--- src/rtl/result_drain_pkg.sv ---
// Shared types and constants for the result-SRAM drain path.
// Widths match the TPU write-out side: ARRAY_SIZE elements per row, OUTPUT_DATA_WIDTH bits each,
// ROWS_PER_SET rows per result set, addressed with MATRIX_BITS.
package result_drain_pkg;

  localparam int ARRAY_SIZE        = 8;
  localparam int OUTPUT_DATA_WIDTH = 16;
  localparam int MATRIX_BITS       = 6;
  localparam int ROWS_PER_SET      = 2 * ARRAY_SIZE - 1;
  localparam int ROW_DATA_W        = ARRAY_SIZE * OUTPUT_DATA_WIDTH;

  localparam logic [1:0] SET_A = 2'd0;
  localparam logic [1:0] SET_B = 2'd1;
  localparam logic [1:0] SET_C = 2'd2;

  localparam logic [MATRIX_BITS-1:0] LAST_ROW = MATRIX_BITS'(ROWS_PER_SET - 1);

  typedef enum logic [1:0] {
    IDLE  = 2'd0,
    READ  = 2'd1,
    FLUSH = 2'd2,
    DONE  = 2'd3
  } drain_state_t;

  typedef struct packed {
    logic [ROW_DATA_W-1:0]  data;
    logic [1:0]             set;
    logic [MATRIX_BITS-1:0] row;
    logic                   last;
  } beat_t;

  // Wrap-around sum of the signed elements of one row.
  function automatic logic [31:0] row_sum(input logic [ROW_DATA_W-1:0] d);
    logic [31:0] s;
    s = '0;
    for (int i = 0; i < ARRAY_SIZE; i++) begin
      s = s + 32'(signed'(d[i*OUTPUT_DATA_WIDTH +: OUTPUT_DATA_WIDTH]));
    end
    return s;
  endfunction

endpackage

--- src/rtl/result_drain_if.sv ---
// Row-beat stream from the drain block toward the host/checker.
// Ports: out_valid/out_ready handshake; out_data row payload, out_set (0=a,1=b,2=c), out_row, out_last.
// master drives the beat, slave drives out_ready.
interface result_drain_if;
  import result_drain_pkg::*;

  logic                   out_valid;
  logic                   out_ready;
  logic [ROW_DATA_W-1:0]  out_data;
  logic [1:0]             out_set;
  logic [MATRIX_BITS-1:0] out_row;
  logic                   out_last;

  modport master (output out_valid, out_data, out_set, out_row, out_last, input out_ready);
  modport slave  (input out_valid, out_data, out_set, out_row, out_last, output out_ready);

endinterface

--- src/rtl/result_drain_fifo2.sv ---
// 2-entry FIFO of beat_t with synchronous active-high clear.
// Latency: push visible at head the cycle after the push edge. Push+pop when full is legal.
// Ports: clk, clr, push/push_dat, pop, head (current oldest entry), count (0..2).
module drain_fifo2
  import result_drain_pkg::*;
(
  input  logic       clk,
  input  logic       clr,
  input  logic       push,
  input  beat_t      push_dat,
  input  logic       pop,
  output beat_t      head,
  output logic [1:0] count
);

  beat_t mem [2];
  logic  wr_ptr;
  logic  rd_ptr;

  always_ff @(posedge clk) begin
    if (clr) begin
      mem[0] <= '0;
      mem[1] <= '0;
      wr_ptr <= 1'b0;
      rd_ptr <= 1'b0;
      count  <= 2'd0;
    end else begin
      // When full with a simultaneous pop, wr_ptr == rd_ptr, so the new beat
      // lands in the slot being vacated.
      if (push) begin
        mem[wr_ptr] <= push_dat;
        wr_ptr      <= ~wr_ptr;
      end
      if (pop) begin
        rd_ptr <= ~rd_ptr;
      end
      count <= count + 2'(push) - 2'(pop);
    end
  end

  assign head = mem[rd_ptr];

endmodule

--- src/rtl/result_drain.sv ---
// Reads result sets a, b, c row by row from the result SRAMs and streams each row as one beat.
// Latency: start sampled at edge N -> first strobe in the following cycle -> out_valid after edge N+2.
// Backpressure: credit rule keeps at most 2 beats issued-but-unaccepted; reads stall while out_ready is low.
// Ports: clk, srst (sync, active-high), drain_start, sram_read_enable_{a0,b0,c0}, sram_raddr,
//        sram_rdata_{a,b,c}, out_s (beat stream), drain_busy, drain_done,
//        drain_sum (only when RESULT_DRAIN_SUM_EN is defined).
module result_drain
  import result_drain_pkg::*;
(
  input  logic                   clk,
  input  logic                   srst,
  input  logic                   drain_start,
  output logic                   sram_read_enable_a0,
  output logic                   sram_read_enable_b0,
  output logic                   sram_read_enable_c0,
  output logic [MATRIX_BITS-1:0] sram_raddr,
  input  logic [ROW_DATA_W-1:0]  sram_rdata_a,
  input  logic [ROW_DATA_W-1:0]  sram_rdata_b,
  input  logic [ROW_DATA_W-1:0]  sram_rdata_c,
  result_drain_if.master         out_s,
  output logic                   drain_busy,
  output logic                   drain_done
`ifdef RESULT_DRAIN_SUM_EN
  ,
  output logic [31:0]            drain_sum
`endif
);

  drain_state_t           state_q, state_d;
  logic [1:0]             set_q;
  logic [MATRIX_BITS-1:0] row_q;
  logic [MATRIX_BITS-1:0] raddr_q;
  logic                   inflight_q;
  logic [1:0]             tag_set_q;
  logic [MATRIX_BITS-1:0] tag_row_q;
  logic                   tag_last_q;

  logic [1:0] fifo_count;
  beat_t      head;
  beat_t      push_beat;
  logic       pop;
  logic       issue;
  logic       issue_last;
  logic       start_acc;
  logic       flush_empty;

  assign pop       = out_s.out_valid & out_s.out_ready;
  assign start_acc = (state_q == IDLE) && drain_start;

  // A read may only be issued if, after this cycle's pop, fewer than two beats
  // are held in the FIFO or on their way from the SRAM.
  assign issue      = (state_q == READ) &&
                      (({1'b0, fifo_count} + {2'b00, inflight_q}) < (3'd2 + {2'b00, pop}));
  assign issue_last = issue && (set_q == SET_C) && (row_q == LAST_ROW);

  // Look ahead through this cycle's pop so drain_done lands one cycle after the final handshake.
  assign flush_empty = !inflight_q && ((fifo_count == 2'd0) || ((fifo_count == 2'd1) && pop));

  // State register
  always_ff @(posedge clk) begin
    if (srst) state_q <= IDLE;
    else      state_q <= state_d;
  end

  // Next-state logic
  always_comb begin
    state_d = state_q;
    case (state_q)
      IDLE:    if (drain_start) state_d = READ;
      READ:    if (issue_last)  state_d = FLUSH;
      FLUSH:   if (flush_empty) state_d = DONE;
      DONE:    state_d = IDLE;
      default: state_d = IDLE;
    endcase
  end

  // Outputs
  always_comb begin
    drain_busy          = (state_q == READ) || (state_q == FLUSH);
    drain_done          = (state_q == DONE);
    sram_read_enable_a0 = issue && (set_q == SET_A);
    sram_read_enable_b0 = issue && (set_q == SET_B);
    sram_read_enable_c0 = issue && (set_q == SET_C);
  end

  assign sram_raddr = issue ? row_q : raddr_q;

  // Row/set walker and the one-cycle response tag
  always_ff @(posedge clk) begin
    if (srst) begin
      set_q      <= SET_A;
      row_q      <= '0;
      raddr_q    <= '0;
      inflight_q <= 1'b0;
      tag_set_q  <= SET_A;
      tag_row_q  <= '0;
      tag_last_q <= 1'b0;
    end else begin
      inflight_q <= issue;
      if (start_acc) begin
        set_q <= SET_A;
        row_q <= '0;
      end else if (issue) begin
        raddr_q    <= row_q;
        tag_set_q  <= set_q;
        tag_row_q  <= row_q;
        tag_last_q <= issue_last;
        if (row_q == LAST_ROW) begin
          row_q <= '0;
          set_q <= set_q + 2'd1;
        end else begin
          row_q <= row_q + 1'b1;
        end
      end
    end
  end

  always_comb begin
    push_beat.set  = tag_set_q;
    push_beat.row  = tag_row_q;
    push_beat.last = tag_last_q;
    case (tag_set_q)
      SET_A:   push_beat.data = sram_rdata_a;
      SET_B:   push_beat.data = sram_rdata_b;
      default: push_beat.data = sram_rdata_c;
    endcase
  end

  drain_fifo2 u_fifo (
    .clk      (clk),
    .clr      (srst),
    .push     (inflight_q),
    .push_dat (push_beat),
    .pop      (pop),
    .head     (head),
    .count    (fifo_count)
  );

  assign out_s.out_valid = (fifo_count != 2'd0);
  assign out_s.out_data  = head.data;
  assign out_s.out_set   = head.set;
  assign out_s.out_row   = head.row;
  assign out_s.out_last  = head.last;

`ifdef RESULT_DRAIN_SUM_EN
  always_ff @(posedge clk) begin
    if (srst || start_acc) drain_sum <= '0;
    else if (pop)          drain_sum <= drain_sum + row_sum(head.data);
  end
`endif

endmodule

--- src/flat_wrapper.sv ---
// flat-port wrapper written by rule: the top's interface ports become plain ports
module result_drain_flat import result_drain_pkg::*;
  (clk, srst, drain_start, sram_read_enable_a0, sram_read_enable_b0, sram_read_enable_c0, sram_raddr, sram_rdata_a, sram_rdata_b, sram_rdata_c, drain_busy, drain_done, out_s_out_valid, out_s_out_data, out_s_out_set, out_s_out_row, out_s_out_last, out_s_out_ready);
  result_drain_if out_s_i ();
  input  logic clk;
  input  logic srst;
  input  logic drain_start;
  output logic sram_read_enable_a0;
  output logic sram_read_enable_b0;
  output logic sram_read_enable_c0;
  output logic [MATRIX_BITS-1:0] sram_raddr;
  input  logic [ROW_DATA_W-1:0] sram_rdata_a;
  input  logic [ROW_DATA_W-1:0] sram_rdata_b;
  input  logic [ROW_DATA_W-1:0] sram_rdata_c;
  output logic drain_busy;
  output logic drain_done;
  output wire logic [$bits(out_s_i.out_valid)-1:0] out_s_out_valid;
  output wire logic [$bits(out_s_i.out_data)-1:0] out_s_out_data;
  output wire logic [$bits(out_s_i.out_set)-1:0] out_s_out_set;
  output wire logic [$bits(out_s_i.out_row)-1:0] out_s_out_row;
  output wire logic [$bits(out_s_i.out_last)-1:0] out_s_out_last;
  input wire logic [$bits(out_s_i.out_ready)-1:0] out_s_out_ready;
  assign out_s_out_valid = out_s_i.out_valid;
  assign out_s_out_data = out_s_i.out_data;
  assign out_s_out_set = out_s_i.out_set;
  assign out_s_out_row = out_s_i.out_row;
  assign out_s_out_last = out_s_i.out_last;
  assign out_s_i.out_ready = out_s_out_ready;
  result_drain u_core (.clk(clk), .srst(srst), .drain_start(drain_start), .sram_read_enable_a0(sram_read_enable_a0), .sram_read_enable_b0(sram_read_enable_b0), .sram_read_enable_c0(sram_read_enable_c0), .sram_raddr(sram_raddr), .sram_rdata_a(sram_rdata_a), .sram_rdata_b(sram_rdata_b), .sram_rdata_c(sram_rdata_c), .out_s(out_s_i), .drain_busy(drain_busy), .drain_done(drain_done));
endmodule
--- config.mk ---
export PLATFORM = sky130hd
export DESIGN_NAME = result_drain_flat
export DESIGN_NICKNAME = d
export VERILOG_FILES = /design/src/rtl/result_drain_pkg.sv /design/src/rtl/result_drain_if.sv /design/src/rtl/result_drain_fifo2.sv /design/src/rtl/result_drain.sv /design/src/flat_wrapper.sv
export SDC_FILE = /design/constraint.sdc
export NUM_CORES = 1
export LEC_CHECK = 0
export CAP_MARGIN = 40
export CORE_AREA = 2 2 210 212
export CTS_BUF_LIST = sky130_fd_sc_hd__clkbuf_4
export DETAILED_ROUTE_END_ITERATION = 7
export DIE_AREA = 0 0 212 214
export DONT_BUFFER_PORTS = 1
export PLACE_DENSITY = 0.52
export SYNTH_ARGS = -nofsm -noshare
export SYNTH_HDL_FRONTEND = slang
export SYNTH_SLANG_ARGS = --single-unit
export TNS_END_PERCENT = 1
--- constraint.sdc ---
create_clock -name clk -period 11.8 [get_ports clk]
set_input_delay 2.95 -clock clk [delete_from_list [all_inputs] [get_ports clk]]
set_output_delay 2.95 -clock clk [all_outputs]
set_load 0.02 [all_outputs]
# Word level (Yosys, flattened, before mapping)
# Memories as Yosys holds them, arrays and structs flattened. A register that Yosys moved wholly into a read port is not among the register bits.
# Cells that the tools add are included.
[word_totals]
reg_bits = 30
mem_count = 1
ramBits = 274
[classes]
mux = 17
n_addsub = 6
bitwise_logic = 4
order_cmp = 1
eq_ne = 11
reduce_logical = 21
[memory_table]
columns = ["name", "depth", "width", "rd", "rd_clocked_by_memory_dff", "write_ports", "line_no", "source"]
rows = [
  ["u_core.u_fifo.mem", 2, 137, 1, 1, 2, "result_drain_fifo2.sv:16", "beat_t mem [2];"],
]
[ops]
columns = ["cell", "count"]
rows = [
  ["$pmux 128 s2", 1],
  ["$mux 137", 1],
  ["$reduce_or 137->1", 1],
  ["$mux 6", 2],
  ["$mux 1", 9],
  ["$eq 2x1->1 const B", 4],
  ["$logic_and 1x1->1", 8],
  ["$logic_not 2->1", 4],
  ["$pmux 2 s4", 1],
  ["$add 6x1->6 const B", 1],
  ["$eq 2x2->1 const B", 3],
  ["$eq 6x4->1 const B", 1],
  ["$mux 2", 3],
  ["$ne 2x1->1 const B", 2],
  ["$reduce_and 2->1", 2],
  ["$add 2x1->3", 1],
  ["$add 2x1->3 const A", 1],
  ["$lt 3x3->1", 1],
  ["$not 1->1", 3],
  ["$reduce_and 3->1", 1],
  ["$add 2x1->2", 1],
  ["$add 2x1->2 const B", 1],
  ["$logic_or 1x1->1", 2],
  ["$ne 2x2->1 const B", 1],
  ["other kinds (5)", 5],
]

# Logic depth before layout (Yosys ltp)
[logic_depth]
ltp_word = 9
depth_mapped = 8
ltp_nobuf = 7

# Cells and area by module
# From an unflattened synthesis, not the netlist that was laid out.
[hier_totals]
cells_unflattened = 1486
hier_area_um2 = 16589.7
[modules_own_cells]
columns = ["mod", "area_each_um2", "instances", "cells_per_inst"]
rows = [
  ["drain_fifo2", 12675.9, 1, 904],
  ["result_drain", 3913.8, 1, 582],
]

# Least setup slack after synthesis
# No wires, ideal clock.
[synth_timing]
kind = "in2reg"
startpoint = "input port srst"
endpoint = "memory u_core.u_fifo.mem[1][0] in the netlist's numbering (enable)"
stages = 4
path_buffers = 3
arrival_ns = 7.005
setup_ns = 0.521
path_slack_ns = 4.274
required_ns = 11.279
path_cell_list = "clkbuf_1 clkbuf_1 buf_2 nand2b_1"
[synth_lines]
columns = ["element", "line_no", "source"]
rows = [
  ["start: declaration", "flat_wrapper.sv:6", "input logic srst;"],
  ["end: declaration", "result_drain_fifo2.sv:16", ""],
]

# Worst setup path after layout
[layout_timing]
startpoint = "input port out_s_out_ready"
endpoint = "output port sram_raddr[0]"
[layout_via]
elab_chain_len = 5
[layout_lines]
columns = ["element", "line_no", "source"]
rows = [
  ["start: declaration", "flat_wrapper.sv:22", "input wire logic [$bits(out_s_i.out_ready)-1:0] out_s_out_ready;"],
  ["$and 1x1->1", "result_drain.sv:47", "assign pop = out_s.out_valid & out_s.out_ready;"],
  ["$add 2x1->3", "result_drain.sv:53", "(({1'b0, fifo_count} + {2'b00, inflight_q}) < (3'd2 + {2'b00, pop}));"],
  ["$lt 3x3->1", "result_drain.sv:53", ""],
  ["$logic_and 1x1->1", "result_drain.sv:52", "assign issue = (state_q == READ) &&"],
  ["$mux 6", "n/a", ""],
  ["end: declaration", "flat_wrapper.sv:11", "output logic [MATRIX_BITS-1:0] sram_raddr;"],
]
# No other way between the ends.

==> impl_results.html <==
<table>
<tr><th>Metric</th><th>Value</th></tr>
<tr><th colspan="2">STA</th></tr>
<tr><td>Relative max-transition margin</td><td>36.2%</td></tr>
<tr><td>Number of endpoints failing setup at the final stage</td><td>0</td></tr>
<tr><td>Maximum achievable frequency</td><td>0.136 GHz</td></tr>
<tr><td>Fraction of the cycle the final worst path needs</td><td>62.2%</td></tr>
<tr><td>Unrepaired setup endpoints after global routing</td><td>no</td></tr>
<tr><td>Worst Max-Slew Pin Slew</td><td>0.957 ns</td></tr>
<tr><td>Post-layout min period</td><td>7.34 ns</td></tr>
<tr><td>Final clock skew</td><td>0.0349 ns</td></tr>
<tr><td>Final hold slack</td><td>0.480 ns</td></tr>
<tr><td>Count of pins over their slew limit</td><td>0</td></tr>
<tr><td>Final hold viol count</td><td>0</td></tr>
<tr><td>Sum of negative setup slack</td><td>0 ns</td></tr>
<tr><th colspan="2">Global route</th></tr>
<tr><td>Number of global-route vias before repair</td><td>10,100</td></tr>
<tr><td>Pin count of the biggest net entering global routing</td><td>113</td></tr>
<tr><td>Global-route total usage across every layer</td><td>17.2%</td></tr>
<tr><td>Initial antenna violation count</td><td>3</td></tr>
<tr><td>Final global-route overflow total</td><td>0</td></tr>
<tr><td>Wire length of the first global-routing pass</td><td>59,200 µm</td></tr>
<tr><th colspan="2">Synthesis</th></tr>
<tr><td>Syn avg cell area</td><td>11.5 µm²</td></tr>
<tr><td>Mapped Area</td><td>0.0155 mm²</td></tr>
<tr><td>Number of standard cells after synthesis</td><td>1,346</td></tr>
<tr><td>Area fraction of the dominant cell type after synthesis</td><td>53.0%</td></tr>
<tr><td>Post-synthesis net count</td><td>1,748</td></tr>
<tr><td>Share of the yosys chip area belonging to registers</td><td>57.0%</td></tr>
<tr><td>Fraction of registers with async set or reset after synthesis</td><td>0%</td></tr>
<tr><td>Cell type with the largest total area after synthesis</td><td>sky130_fd_sc_hd__edfxtp_1</td></tr>
<tr><td>Leading post-synthesis cells by cell area</td><td>sky130_fd_sc_hd__edfxtp_1, sky130_fd_sc_hd__mux2_2, sky130_fd_sc_hd__nor2_1, sky130_fd_sc_hd__mux2i_1, sky130_fd_sc_hd__a21oi_1</td></tr>
<tr><td>Number of enable-type register cells in the synthesized netlist</td><td>274</td></tr>
<tr><td>Synthesis warning total</td><td>0</td></tr>
<tr><td>Post-synthesis cell type count</td><td>46</td></tr>
<tr><td>Number of synthesized register bits</td><td>305</td></tr>
<tr><td>Leading register cell type out of synthesis</td><td>sky130_fd_sc_hd__edfxtp_1</td></tr>
<tr><th colspan="2">Final layout</th></tr>
<tr><td>Syn-to-layout area delta</td><td>10.3%</td></tr>
<tr><td>Cell Count, Final, Fillers Out</td><td>2,015</td></tr>
<tr><td>Count of nets after finishing</td><td>1,763</td></tr>
<tr><td>Ratio of cells with drive above 1 in the final layout</td><td>22.5%</td></tr>
<tr><th colspan="2">Critical path</th></tr>
<tr><td>Type of the worst setup path</td><td>input port to output pin</td></tr>
<tr><td>Number of cell instances on the worst register-to-register path</td><td>5</td></tr>
<tr><td>CP Max Fanout</td><td>14</td></tr>
<tr><td>Crit-path slowest cell</td><td>sky130_fd_sc_hd__o21ai_0</td></tr>
<tr><td>Gate family responsible for the most delay along the worst path</td><td>compound AO/OA/AOI/OAI gates</td></tr>
<tr><td>Startpoint type of the worst setup path</td><td>input port</td></tr>
<tr><td>Stage delay of the slowest cell on the critical path</td><td>0.63 ns</td></tr>
<tr><td>WP data arrival</td><td>4.39 ns</td></tr>
<tr><td>Critical path depth in cells</td><td>4</td></tr>
<tr><td>Required time of the critical path</td><td>8.85 ns</td></tr>
<tr><td>Cell chain of the critical path</td><td>o21a_4 &gt; a21o_1 &gt; nand2_2 &gt; o21ai_0</td></tr>
<tr><td>Nature of the critical path endpoint</td><td>output pin</td></tr>
<tr><td>Bufs and invs on worst path</td><td>0</td></tr>
<tr><th colspan="2">Power and ir drop</th></tr>
<tr><td>Peak VDD IR</td><td>0.0920 mV</td></tr>
<tr><td>Reported leakage power</td><td>6.07 nW</td></tr>
<tr><td>Areal power density over the cells</td><td>181 mW/mm²</td></tr>
<tr><th colspan="2">Place</th></tr>
<tr><td>Final weighted congestion of routability-driven global placement</td><td>0.828</td></tr>
<tr><td>Buffers added on ports</td><td>0</td></tr>
<tr><td>HPWL after detailed placement</td><td>27,600 µm</td></tr>
<tr><td>Instance count after placement with tap cells included</td><td>1,857</td></tr>
<tr><th colspan="2">Routing</th></tr>
<tr><td>DR iter-0 viols</td><td>411</td></tr>
<tr><td>Number of nets with antenna violations after detailed routing</td><td>0</td></tr>
<tr><td>Via total after detailed routing</td><td>10,200</td></tr>
<tr><td>Average detailed-routed wire length per instance</td><td>20.1 µm</td></tr>
<tr><td># DRC</td><td>0</td></tr>
<tr><td>Mean number of vias per cell</td><td>5.05</td></tr>
<tr><td>Count of TritonRoute iterations in the first routing pass</td><td>4</td></tr>
<tr><td>Final Routed Wirelength</td><td>40,500 µm</td></tr>
<tr><th colspan="2">Die</th></tr>
<tr><td>Std cell rows</td><td>76</td></tr>
<tr><td>Initial cell density of the core</td><td>36.2%</td></tr>
<tr><td>Chip Width</td><td>212 µm</td></tr>
<tr><td>Die Area</td><td>0.0454 mm²</td></tr>
<tr><td>DIE HEIGHT</td><td>214 µm</td></tr>
<tr><td>IO Count</td><td>537</td></tr>
<tr><td>Area inside the core boundary</td><td>0.0429 mm²</td></tr>
<tr><th colspan="2">Min path</th></tr>
<tr><td>Number of stages on the worst hold path</td><td>2</td></tr>
<tr><td>Worst min path class</td><td>register to register</td></tr>
<tr><th colspan="2">CTS</th></tr>
<tr><td>Count of hold-fix buffers inserted at cts</td><td>0</td></tr>
<tr><td>Clock tree from TritonCTS</td><td>done</td></tr>
<tr><td>Clock-pin slew of the registers on the worst-case setup and hold paths</td><td>0.06 ns</td></tr>
<tr><td>Worst skew pair latency</td><td>0.78 ns</td></tr>
<tr><td>Clock Tree Buf Depth</td><td>3</td></tr>
<tr><td>Htree depth</td><td>3</td></tr>
<tr><td>Sinks on Clock Net</td><td>305</td></tr>
<tr><td>Number of instances resized during post-cts repair</td><td>0</td></tr>
<tr><td>Post-CTS Setup Bufs</td><td>0</td></tr>
<tr><td>Cell at the root of the clock tree</td><td>sky130_fd_sc_hd__clkbuf_4</td></tr>
<tr><td>Cts bufs inserted</td><td>87</td></tr>
<tr><th colspan="2">Job</th></tr>
<tr><td>Max-cap violations</td><td>0</td></tr>
<tr><th colspan="2">Run status</th></tr>
<tr><td>Run status</td><td>completed</td></tr>
</table>
-- Yosys cell counts, types with 14 or more instances --
master                     count
sky130_fd_sc_hd__a21oi_1     134
sky130_fd_sc_hd__nor2_1      391
sky130_fd_sc_hd__buf_6        25
sky130_fd_sc_hd__mux2_2      142
sky130_fd_sc_hd__o21ai_0      19
sky130_fd_sc_hd__nand2b_1     17
sky130_fd_sc_hd__edfxtp_1    274
sky130_fd_sc_hd__buf_2        29
sky130_fd_sc_hd__clkbuf_1     25
sky130_fd_sc_hd__ha_1         14
sky130_fd_sc_hd__mux2i_1     130
sky130_fd_sc_hd__and2_1       19
sky130_fd_sc_hd__dfxtp_1      31
-- layout by cell type, fill, tap and decap left out, types with 6 or more instances in the layout --
cell / n
sky130_fd_sc_hd__mux2i_1: 130
sky130_fd_sc_hd__nor2b_1: 8
sky130_fd_sc_hd__and2_1: 19
sky130_fd_sc_hd__a21oi_1: 134
sky130_fd_sc_hd__edfxtp_1: 274
sky130_fd_sc_hd__nor2_1: 391
sky130_fd_sc_hd__o21ai_0: 19
sky130_fd_sc_hd__clkinv_1: 13
sky130_fd_sc_hd__inv_1: 9
sky130_fd_sc_hd__nand2b_1: 16
sky130_fd_sc_hd__buf_4: 11
sky130_fd_sc_hd__ha_1: 14
sky130_fd_sc_hd__buf_16: 10
sky130_fd_sc_hd__mux2_2: 142
sky130_fd_sc_hd__dfxtp_1: 28
sky130_fd_sc_hd__o31ai_1: 6
sky130_fd_sc_hd__nand2_1: 6
sky130_fd_sc_hd__nand4_1: 10
sky130_fd_sc_hd__clkbuf_4: 131
-- sequential cells by signal, summed over array words and instances, names as in the netlist, 2 cells and up, named ones only --
signal               cells
u_core.raddr_q           6
u_core.row_q             6
u_core.set_q             2
u_core.state_q           2
u_core.tag_row_q         6
u_core.tag_set_q         2
u_core.u_fifo.count      2
u_core.u_fifo.mem      274
-- where the power goes --
| part | internal (mW) | total [mW] | switching (mW) |
|---|---|---|---|
| sequential | 1.31 | 1.34 | 0.0372 |
| combinational | 0.257 | 0.811 | 0.555 |
| clock | 0.506 | 0.954 | 0.448 |
| total | 2.07 | 3.11 | 1.04 |
-- cell families (layout without fill, tap and decap cells) --
kind of cell    after synthesis  after routing  synth area share, %
other cells                   0              5                    0
compound gates              172            172                 5.99
buf+inv                     106            185                 4.25
mux                         272            272                 18.7
simple gates                473            473                 12.8
xor+xnor                      4              4                0.226
flops                       305            305                 57.0
fa+ha+maj                    14             14                 1.13
-- worst register-to-register path, stage by stage, from the launching register on --
cell and delay, ns:
sky130_fd_sc_hd__dfxtp_1 0.34, sky130_fd_sc_hd__inv_1 0.11, sky130_fd_sc_hd__ha_1 0.59, sky130_fd_sc_hd__inv_1 0.36
sky130_fd_sc_hd__nor3_2 0.72, sky130_fd_sc_hd__o21ai_0 0.22
-- cell type report --
type | count | area, µm²
fill | 4206 | 25700
sequential | 305 | 8860
multi-input combinational | 935 | 6040
clock buffer | 131 | 983
tap | 585 | 732
timing repair buffer | 23 | 368
clock inverter | 22 | 105
inverter | 9 | 33.8
antenna | 5 | 12.5
-- routing by layer --
| metal | vias to the layer above | global-route usage (%) | share of wire [%] | routed length (µm) |
|---|---|---|---|---|
| met4 | 0 | 5.31 | 2.0 | 790 |
| li1 | 4904 | - | - | - |
| met3 | 58 | 6.42 | 7.9 | 3210 |
| met5 | - | 0 | 0 | 0 |
| met2 | 358 | 29.4 | 50 | 20300 |
| met1 | 4851 | 19.8 | 40 | 16200 |
-- metrics by stage --
stage / util, % / setup slack (ns) / power [mW] / cell area (µm²)
2_1_floorplan: - / 4.27 / 2.01 / 15500
3_3_place_gp: 36.7 / 4.52 / 2.16 / 15800
3_5_place_dp: 37.4 / 4.47 / 2.19 / 16000
4_1_cts: 39.9 / 4.46 / 3.17 / 17100
5_1_grt: 40.0 / 4.32 / 3.28 / 17100
6_report: 40.0 / 4.46 / 3.11 / 17100
-- worst paths after layout --
check | slack (ns) | endpoint | from
worst min register to register | 0.48 | u_core.tag_row_q[4] | u_core.tag_row_q[4]
worst max-delay path | 4.46 | sram_raddr[0] | out_s_out_ready
worst min-delay path | 0.48 | u_core.tag_row_q[4] | u_core.tag_row_q[4]
worst max register to register | 9.30 | u_core.raddr_q[2] | u_core.state_q[1]
Note: power is estimated with default switching activity, not from simulation.
